File: src/rtl/latch_seq_pkg.sv
// Shared types and helpers for the latch-bank write sequencer.
package latch_seq_pkg;

  // Widest latch bank the one-hot decoder can address.
  localparam int unsigned MAX_DEPTH = 64;

  typedef enum logic [1:0] {
    IDLE  = 2'd0,
    SETUP = 2'd1,
    PULSE = 2'd2,
    HOLD  = 2'd3
  } state_e;

  // Bits needed to hold the largest phase length; never less than one.
  function automatic int unsigned cnt_width(input int unsigned setup_cyc,
                                            input int unsigned pulse_cyc,
                                            input int unsigned hold_cyc);
    int unsigned m;
    m = setup_cyc;
    if (pulse_cyc > m) m = pulse_cyc;
    if (hold_cyc > m) m = hold_cyc;
    if (m < 1) return 1;
    return $clog2(m + 1);
  endfunction

  // One-hot decode of an index into a MAX_DEPTH-wide vector.
  function automatic logic [MAX_DEPTH-1:0] onehot(input int unsigned idx);
    logic [MAX_DEPTH-1:0] v;
    v = '0;
    if (idx < MAX_DEPTH) v[idx] = 1'b1;
    return v;
  endfunction

endpackage

File: src/rtl/latch_wr_timer.sv
// Loadable down-counter that times each sequencer phase.
module latch_wr_timer #(
  parameter int unsigned CW = 1
) (
  input  logic          clk,
  input  logic          rst_n,
  input  logic          load,
  input  logic [CW-1:0] load_val,
  output logic          zero_c
);

  logic [CW-1:0] cnt_q;

  // Load on phase entry, otherwise count down and rest at zero.
  always_ff @(posedge clk or negedge rst_n) begin
    if (!rst_n) begin
      cnt_q <= '0;
    end else if (load) begin
      cnt_q <= load_val;
    end else if (cnt_q != '0) begin
      cnt_q <= cnt_q - CW'(1);
    end
  end

  assign zero_c = (cnt_q == '0);

endmodule

File: src/rtl/latch_bank_wr_seq.sv
// Write-side sequencer driving E/D pins of a bank of transparent-high latches.
// Every accepted write runs setup (D stable, E low), pulse (one E high) and
// hold (D stable, E low) phases; E and D come straight from flops.
module latch_bank_wr_seq #(
  parameter int unsigned WIDTH     = 8,
  parameter int unsigned DEPTH     = 4,
  parameter int unsigned AW        = 2,
  parameter int unsigned SETUP_CYC = 1,
  parameter int unsigned PULSE_CYC = 2,
  parameter int unsigned HOLD_CYC  = 1
) (
  input  logic             CLK,
  input  logic             RN,
  input  logic             wr_valid,
  input  logic [AW-1:0]    wr_addr,
  input  logic [WIDTH-1:0] wr_data,
  output logic             wr_ready,
  output logic [DEPTH-1:0] lat_e,
  output logic [WIDTH-1:0] lat_d,
  output logic             wr_done,
  output logic             wr_err
);

  import latch_seq_pkg::*;

  localparam int unsigned CW = cnt_width(SETUP_CYC, PULSE_CYC, HOLD_CYC);

  // Reject illegal parameter sets at elaboration.
  if (DEPTH < 1 || DEPTH > MAX_DEPTH) begin : g_bad_depth_range
    $error("latch_bank_wr_seq: DEPTH must be in 1..%0d", MAX_DEPTH);
  end
  if (64'(DEPTH) > (64'(1) << AW)) begin : g_bad_depth_aw
    $error("latch_bank_wr_seq: DEPTH exceeds 2**AW");
  end
  if (SETUP_CYC < 1 || PULSE_CYC < 1 || HOLD_CYC < 1) begin : g_bad_cyc
    $error("latch_bank_wr_seq: SETUP_CYC, PULSE_CYC and HOLD_CYC must be >= 1");
  end

  state_e           state_q, state_nxt;
  logic [AW-1:0]    addr_q, addr_nxt;
  logic [DEPTH-1:0] lat_e_q, lat_e_nxt;
  logic [WIDTH-1:0] lat_d_q, lat_d_nxt;
  logic             done_q, done_nxt;
  logic             err_q, err_nxt;

  logic             tmr_load_c;
  logic [CW-1:0]    tmr_val_c;
  logic             tmr_zero_c;
  logic             accept_c;
  logic             in_range_c;

  latch_wr_timer #(
    .CW (CW)
  ) u_timer (
    .clk      (CLK),
    .rst_n    (RN),
    .load     (tmr_load_c),
    .load_val (tmr_val_c),
    .zero_c   (tmr_zero_c)
  );

  // Ready only from IDLE and never while reset is asserted.
  assign wr_ready   = RN & (state_q == IDLE);
  assign accept_c   = wr_valid & wr_ready;
  assign in_range_c = ({1'b0, wr_addr} < (AW+1)'(DEPTH));

  // Next-state, timer-load and next-output decode.
  always_comb begin
    state_nxt  = state_q;
    addr_nxt   = addr_q;
    lat_e_nxt  = '0;
    lat_d_nxt  = lat_d_q;
    done_nxt   = 1'b0;
    err_nxt    = 1'b0;
    tmr_load_c = 1'b0;
    tmr_val_c  = '0;
    case (state_q)
      IDLE: begin
        if (accept_c) begin
          if (in_range_c) begin
            addr_nxt   = wr_addr;
            lat_d_nxt  = wr_data;
            state_nxt  = SETUP;
            tmr_load_c = 1'b1;
            tmr_val_c  = CW'(SETUP_CYC - 1);
          end else begin
            err_nxt = 1'b1;
          end
        end
      end
      SETUP: begin
        if (tmr_zero_c) begin
          state_nxt  = PULSE;
          tmr_load_c = 1'b1;
          tmr_val_c  = CW'(PULSE_CYC - 1);
          lat_e_nxt  = DEPTH'(onehot(32'(addr_q)));
        end
      end
      PULSE: begin
        if (tmr_zero_c) begin
          state_nxt  = HOLD;
          tmr_load_c = 1'b1;
          tmr_val_c  = CW'(HOLD_CYC - 1);
        end else begin
          lat_e_nxt = lat_e_q;
        end
      end
      HOLD: begin
        if (tmr_zero_c) begin
          state_nxt = IDLE;
          done_nxt  = 1'b1;
        end
      end
      default: state_nxt = IDLE;
    endcase
  end

  // State and output registers; reset drops the enables asynchronously.
  always_ff @(posedge CLK or negedge RN) begin
    if (!RN) begin
      state_q <= IDLE;
      addr_q  <= '0;
      lat_e_q <= '0;
      lat_d_q <= '0;
      done_q  <= 1'b0;
      err_q   <= 1'b0;
    end else begin
      state_q <= state_nxt;
      addr_q  <= addr_nxt;
      lat_e_q <= lat_e_nxt;
      lat_d_q <= lat_d_nxt;
      done_q  <= done_nxt;
      err_q   <= err_nxt;
    end
  end

  assign lat_e   = lat_e_q;
  assign lat_d   = lat_d_q;
  assign wr_done = done_q;
  assign wr_err  = err_q;

endmodule

File: config.mk
export PLATFORM = sky130hd
export DESIGN_NAME = latch_bank_wr_seq
export DESIGN_NICKNAME = d
export VERILOG_FILES = /design/src/rtl/latch_seq_pkg.sv /design/src/rtl/latch_wr_timer.sv /design/src/rtl/latch_bank_wr_seq.sv
export SDC_FILE = /design/constraint.sdc
export NUM_CORES = 1
export LEC_CHECK = 0
export BUFFER_PORTS_ARGS = -buffer_cell sky130_fd_sc_hd__buf_2
export CORE_ASPECT_RATIO = 1.1
export CORE_UTILIZATION = 49
export CTS_CLUSTER_SIZE = 40
export DETAILED_ROUTE_END_ITERATION = 7
export GPL_TIMING_DRIVEN = 0
export PLACE_DENSITY = 0.76
export SYNTH_ARGS = -nofsm -noshare
export SYNTH_HDL_FRONTEND = slang
export SYNTH_SLANG_ARGS = --single-unit
File: constraint.sdc
create_clock -name CLK -period 1.85 [get_ports CLK]
set_input_delay 0.0925 -clock CLK [delete_from_list [all_inputs] [get_ports CLK]]
set_output_delay 0.0925 -clock CLK [all_outputs]
set_load 0.03 [all_outputs]
==> results of run 1 <==
==> critical path, cell delays in order <==
cell and delay (ns):
dlygate4sd3_1 0.52, buf_2 0.40, nand3_2 0.19, buf_6 0.20, mux2_4 0.30
==> where the power goes <==
group	switching, W	leakage (nW)	internal, W
logic	0.000619	0.365	0.000495
registers	0.000103	0.236	0.000596
clock network	0.000131	0.0177	0.0000804
total	0.000853	0.619	0.00117
==> layout by cell type (no fill, tap or decap), drive strengths merged, types with 2 or more instances in the layout <==
master  synthesis  routed
nand2b          2       2
clkbuf          0       3
mux2i           2       2
inv             6       6
nand2           7       7
buf             3      29
and2            2       2
o22ai           4       4
mux2           10      10
ha              6       6
dfrtp          19      19
a21oi           2       2
==> state kept, by name (all words and copies together) (netlist names) <==
signal / cells
addr_q: 2
lat_d: 8
lat_e: 4
state_q: 2
u_timer.cnt_q: 2
wr_done: 1
==> final cells by class <==
class                           instances  area (µm²)  area share (%)
Sequential cell                        19         475            42.1
Multi-Input combinational cell         46         414            36.7
Timing Repair Buffer                   27         140            12.4
Buffer                                  3        26.3            2.33
Clock buffer                            3        22.5            2.00
Inverter                                6        22.5            2.00
Tap cell                               18        22.5            2.00
Clock inverter                          1        5.00           0.443
==> cells by family (layout without fill, tap and decap cells) <==
| family | Yosys count | count (layout) |
|---|---|---|
| flops | 19 | 19 |
| other cells | 1 | 1 |
| buf+inv | 9 | 40 |
| compound gates | 11 | 11 |
| fa+ha+maj | 6 | 6 |
| mux | 12 | 12 |
| simple gates | 16 | 16 |
==> how the worst max path moves through the flow <==
stage	end	slack, ns	depth (start not counted)
6_report	lat_d[5]	0.34	5
3_3_place_gp	lat_d[5]	0.36	5
3_5_place_dp	lat_d[6]	0.34	5
5_1_grt	lat_d[5]	0.21	5
2_1_floorplan	addr_q[0]	0.49	5
4_1_cts	wr_ready	0.30	4
==> metrics by stage <==
step | hold slack (ns) | cells | utilization, % | cell area (µm²) | power (W)
finish | 0.0171 | 123 | 63.3 | 1130 | 0.00202
global route | 0.00563 | 123 | 63.3 | 1130 | 0.00219
CTS | 0.00861 | 123 | 63.3 | 1130 | 0.00205
detailed placement | 0.0731 | 118 | 61.2 | 1090 | 0.00183
global placement | 0.0657 | 118 | 61.2 | 1090 | 0.00179
floorplan | -0.203 | 74 | - | 938 | 0.00157
==> layer usage <==
layer	share of wire (%)	vias to the layer above	routed length, µm
met5	0	-	0
met4	0.83	0	13
li1	-	313	-
met3	3.3	2	51
met2	52	16	813
met1	44	308	690
==> run_results.csv, run 1 <==
group,metric,value,unit
synth,syn_area_per_cell,12.7,µm²
clock_network,cts_sinks,19,
synth,synth_area,938,µm²
hold_path,worstHoldEndpoint,"addr_q[1]",
clock_network,clkSlewWorstSetupHoldPaths,0.11,ns
global_routing,grt_pass1_wl,2590,µm
global_routing,grt_pass1_vias,616,
global_routing,met3_usage,3.40,%
clock_network,post_cts_buffers,0,
place,numPortBuffers,26,
global_routing,grt_max_degree,23,
synth,synth_top_family_by_area,"multiplexers",
setup_path,path_max_fanout,22,
final_layout,nNetsFinal,125,
setup_path,worstSetupStartpoint,"RN",
global_routing,grt_usage,17.1,%
hold_path,worst_hold_path_type,"in2reg",
place,gp_congestion,0.831,
global_routing,grt_use_met2,29.6,%
synth,yosysTopAreaCell,"dfrtp_1",
floorplan,dieArea,2090,µm²
sta,tns,0,ns
clock_network,ctsHoldBuffers,1,
synth,yosysMostFrequentCell,"dfrtp_1",
global_routing,busiest_layer,"met2",
final_layout,antenna_cells,0,
clock_network,htree_num_levels,1,
floorplan,die_h,47.9,µm
routing,routedWlPerCell,12.7,µm
hold_path,min_path_cells,2,
clock_network,cts_tree,"built",
synth,synth-simple-area-share,9.47,%
synth,synthFlopType,"dfrtp_1",
setup_path,cp-end-kind,"flip-flop",
synth,ys_seq_elements,19,
setup_path,worst-setup-path-type,"in2reg",
floorplan,rows,16,
routing,totalWireLength,1570,µm
synth,yosys.cell_types.count,24,
floorplan,initial_core_util,52.7,%
synth,synth-edff-count,0,
clock_network,clk_path_buf_depth,2,
floorplan,core,1780,µm²
clock_network,cts-root-buf,"clkbuf_4",
synth,synth_fp_nets,93,
clock_network,insertion_delay,0.29,ns
synth,synth_fa_ha_area_share,8.00,%
setup_path,r2r_end,"lat_d[5]",
place,hpwl,1190,µm
floorplan,io_pins,28,
routing,drc,2,
synth,yosys-top-cells-count,"dfrtp_1, mux2_4, nand2_1",
pwr,leakage,0.619,nW
outcome,status,"complete, but fails checks",
global_routing,antenna_found_initial,0,
sta,fin_crit,1.51,ns
final_layout,drive_above_1_share,45.7,%
clock_network,cts_made_buffers,3,
synth,synth.area.mux_share,18.1,%
synth,synth.top_cell.area_share,50.7,%
sta,maxSlewViolCount,0,
routing,via_count,639,
synth,synth-async-reset-ratio,100,%
synth,synth-xor-area-share,0,%
synth,yosys-top-cells-area,"dfrtp_1, mux2_4, ha_1",
sta,clock_skew,0.00355,ns
flow_run,drv_cap,0,
sta,setup-violations-final,0,
setup_path,critical_path_required,2.04,ns
pwr,peakVddDrop,0.00101,V
global_routing,grt_use_met1,21.9,%
setup_path,crit_arrival,1.70,ns
place,dpl_worst_slack,0.344,ns
synth,netlist_instances,74,
synth,ys_warn_count,0,
routing,ant_nets,0,
routing,first_pass_iters,6,
final_layout,num-fill-cells,148,
global_routing,grt_overflow,0,
synth,synth_compound_area_share,8.13,%
sta,finalHoldViolations,0,
routing,drt-initial-drc-count,14,
setup_path,r2r_start,"state_q[0]",
synth,yosysSeqAreaShare,50.7,%
setup_path,rrSetupSlack,0.35,ns
clock_network,cts_resized,0,
setup_path,critPathLaunchType,"primary input",
hold_path,worst_hold_startpoint,"wr_addr[1]",
outcome,violations,"DRC",
final_layout,area_growth,20.3,%
sta,fin_ws,0.342,ns
sta,fmax,663,MHz
routing,viasPerCell,5.20,
sta,rsz0062_at_grt,"false",
sta,finalCritPeriodShare,81.5,%
setup_path,r2r_cells,5,
pwr,p_per_area,1790,nW/µm²
floorplan,die_w,43.7,µm
Note: power is estimated with default switching activity, not from simulation.
==> run 2: changes to the inputs <==
--- a/config.mk
+++ b/config.mk
@@ -7,11 +7,11 @@
 export LEC_CHECK = 0
 export BUFFER_PORTS_ARGS = -buffer_cell sky130_fd_sc_hd__buf_2
 export CORE_ASPECT_RATIO = 1.1
-export CORE_UTILIZATION = 49
+export CORE_UTILIZATION = 44
 export CTS_CLUSTER_SIZE = 40
 export DETAILED_ROUTE_END_ITERATION = 7
 export GPL_TIMING_DRIVEN = 0
-export PLACE_DENSITY = 0.76
+export PLACE_DENSITY = 0.73
 export SYNTH_ARGS = -nofsm -noshare
 export SYNTH_HDL_FRONTEND = slang
 export SYNTH_SLANG_ARGS = --single-unit
==> constraint.sdc (replaced) <==
create_clock -name CLK -period 1.35 [get_ports CLK]
set_input_delay 0.0675 -clock CLK [delete_from_list [all_inputs] [get_ports CLK]]
set_output_delay 0.0675 -clock CLK [all_outputs]
set_load 0.03 [all_outputs]
==> run_results.csv, run 2 (same netlist as run 1, synthesis figures left out) <==
group,metric,value,unit
outcome,status,"complete, but fails checks",
outcome,violations,"setup timing",
global_routing,grt_pass1_wl,3160,µm
setup_path,path_max_fanout,5,
final_layout,num-fill-cells,159,
sta,maxSlewHeadroom,43.3,%
clock_network,cts_sinks,19,
sta,tightestPinTransition,0.847,ns
pwr,leakage,0.728,nW
sta,hold_ws,0.295,ns
final_layout,area_growth,50.7,%
sta,fin_ws,-0.0440,ns
sta,rsz0062_at_grt,"true",
final_layout,seq_area,475,µm²
sta,setup-violations-final,13,
global_routing,antenna_found_initial,0,
pwr,peakVddDrop,0.00141,V
final_layout,utilization,70.7,%
sta,tns,-0.377,ns
setup_path,crit_slowest_cell,"dfrtp_1",
clock_network,cts_made_buffers,3,
pwr,comb_power_share,61.9,%
pwr,p_per_area,2330,nW/µm²
setup_path,crit_chain,"inv_2 -> ha_4 -> nand3_4 -> buf_8 -> mux2_4",
floorplan,die_h,50.4,µm
final_layout,largest_reg_flops,8,
setup_path,critical_path_required,1.53,ns
setup_path,cp-end-kind,"flip-flop",
setup_path,r2r_start,"state_q[1]",
floorplan,initial_core_util,46.9,%
floorplan,die_w,46.0,µm
final_layout,layout_common_cells,"buf_2, dfrtp_1, buf_4, dlygate4sd3_1, mux2_4",
setup_path,worstSetupStartpoint,"state_q[1]",
floorplan,core,2000,µm²
clock_network,cts_tree,"built",
pwr,swShare,41.1,%
sta,finalCritPeriodShare,103,%
floorplan,rows,17,
final_layout,antenna_cells,0,
clock_network,cts-root-buf,"clkbuf_4",
place,place_inst,128,
place,hpwl,1100,µm
place,numPortBuffers,26,
pwr,p_int,0.00194,W
routing,drc,0,
sta,clock_skew,0.00880,ns
final_layout,drive_above_1_share,52.8,%
pwr,power_frac_clock,8.8,%
hold_path,worst_hold_startpoint,"wr_valid",
clock_network,clkSlewWorstSetupHoldPaths,0.11,ns
global_routing,grt_pass1_vias,764,
global_routing,grt_usage,19.5,%
setup_path,worst-setup-path-type,"reg2reg",
final_layout,layout_commonest_cell,"buf_2",
global_routing,grt_overflow,0,
floorplan,dieArea,2320,µm²
pwr,p_switching,0.00135,W
routing,ant_nets,0,
sta,fin_crit,1.39,ns
sta,maxSlewViolCount,0,
routing,viasPerCell,4.81,
setup_path,critPathMaxStageDelay,0.41,ns
place,dpl_worst_slack,-0.119,ns
clock_network,insertion_delay,0.30,ns
sta,finalHoldViolations,0,
setup_path,crit_arrival,1.58,ns
final_layout,nNetsFinal,147,
hold_path,worst_hold_path_type,"in2reg",
final_layout,multi_input_area,464,µm²
routing,drt-initial-drc-count,8,
global_routing,grt_max_degree,20,
sta,fmax,717,MHz
place,gp_congestion,0.722,
final_layout,finalNonFillerCells,155,
routing,totalWireLength,2070,µm
routing,via_count,745,
floorplan,io_pins,28,
pwr,p_seq_share,29.3,%
setup_path,critPathLaunchType,"flip-flop",
clock_network,htree_num_levels,1,
routing,routedWlPerCell,13.3,µm
routing,first_pass_iters,2,
flow_run,drv_cap,0,
clock_network,clk_path_buf_depth,2,
-- run 2: worst paths after layout --
path,end,slack [ns],depth (start not counted)
worst max-delay path,lat_d[3],-0.04,5
worst min-delay path,u_timer.cnt_q[1],0.29,4
worst max register to register,lat_d[3],-0.04,5
worst min register to register,lat_d[1],0.52,1
max in group asynchronous,u_timer.cnt_q[1],0.34,2
min in group asynchronous,lat_e[0],0.48,2
-- run 2: layout make-up --
class	instances	area share [%]
repair buffers	49	25.2
inverters	6	1.59
clock buffers	4	1.86
multi-input cells	46	32.8
plain buffers	3	2.39
flip-flops and latches	19	33.6
well taps	28	2.48
-- run 2: what timing repair did --
| action | in CTS | in global routing |
|---|---|---|
| setup buffers | 8 | 3 |
| pin swaps | 2 | 1 |
| hold buffers | 8 | 3 |
| gates resized for setup | 10 | 4 |
| gates cloned | 1 | 0 |
| hold endpoints to repair | 26 | 3 |
| setup endpoints to repair | 15 | 15 |
-- run 2: metal layers --
metal  vias up  GRT usage [%]  routed length, µm
li1        360              -                  -
met1       358           22.2                835
met2        25           35.4               1160
met3         2           3.24                 68
met4         0           5.88                  9
met5         -              0                  0
-- run 2: power by group through the flow --
stage,registers (W),clock network [W],logic [W]
after global placement,0.000961,0,0.00150
final,0.000965,0.000290,0.00204
after detailed placement,0.000971,0,0.00153
after CTS,0.000960,0.000295,0.00187
after floorplan,0.00126,0,0.000898
after global routing,0.000995,0.000324,0.00216
-- run 2: through the flow --
step | total power (W) | area, µm²
2_1_floorplan | 0.00215 | 941
3_3_place_gp | 0.00246 | 1110
3_5_place_dp | 0.00250 | 1110
4_1_cts | 0.00312 | 1350
5_1_grt | 0.00348 | 1410
6_report | 0.00329 | 1410
-- run 2: critical path, delay by kind of cell, from the launching register on --
| kind | cells | cell delay (ns) |
|---|---|---|
| simple gates | 1 | 0.13 |
| mux | 1 | 0.29 |
| flops | 1 | 0.41 |
| fa+ha+maj | 1 | 0.17 |
| buf+inv | 2 | 0.28 |
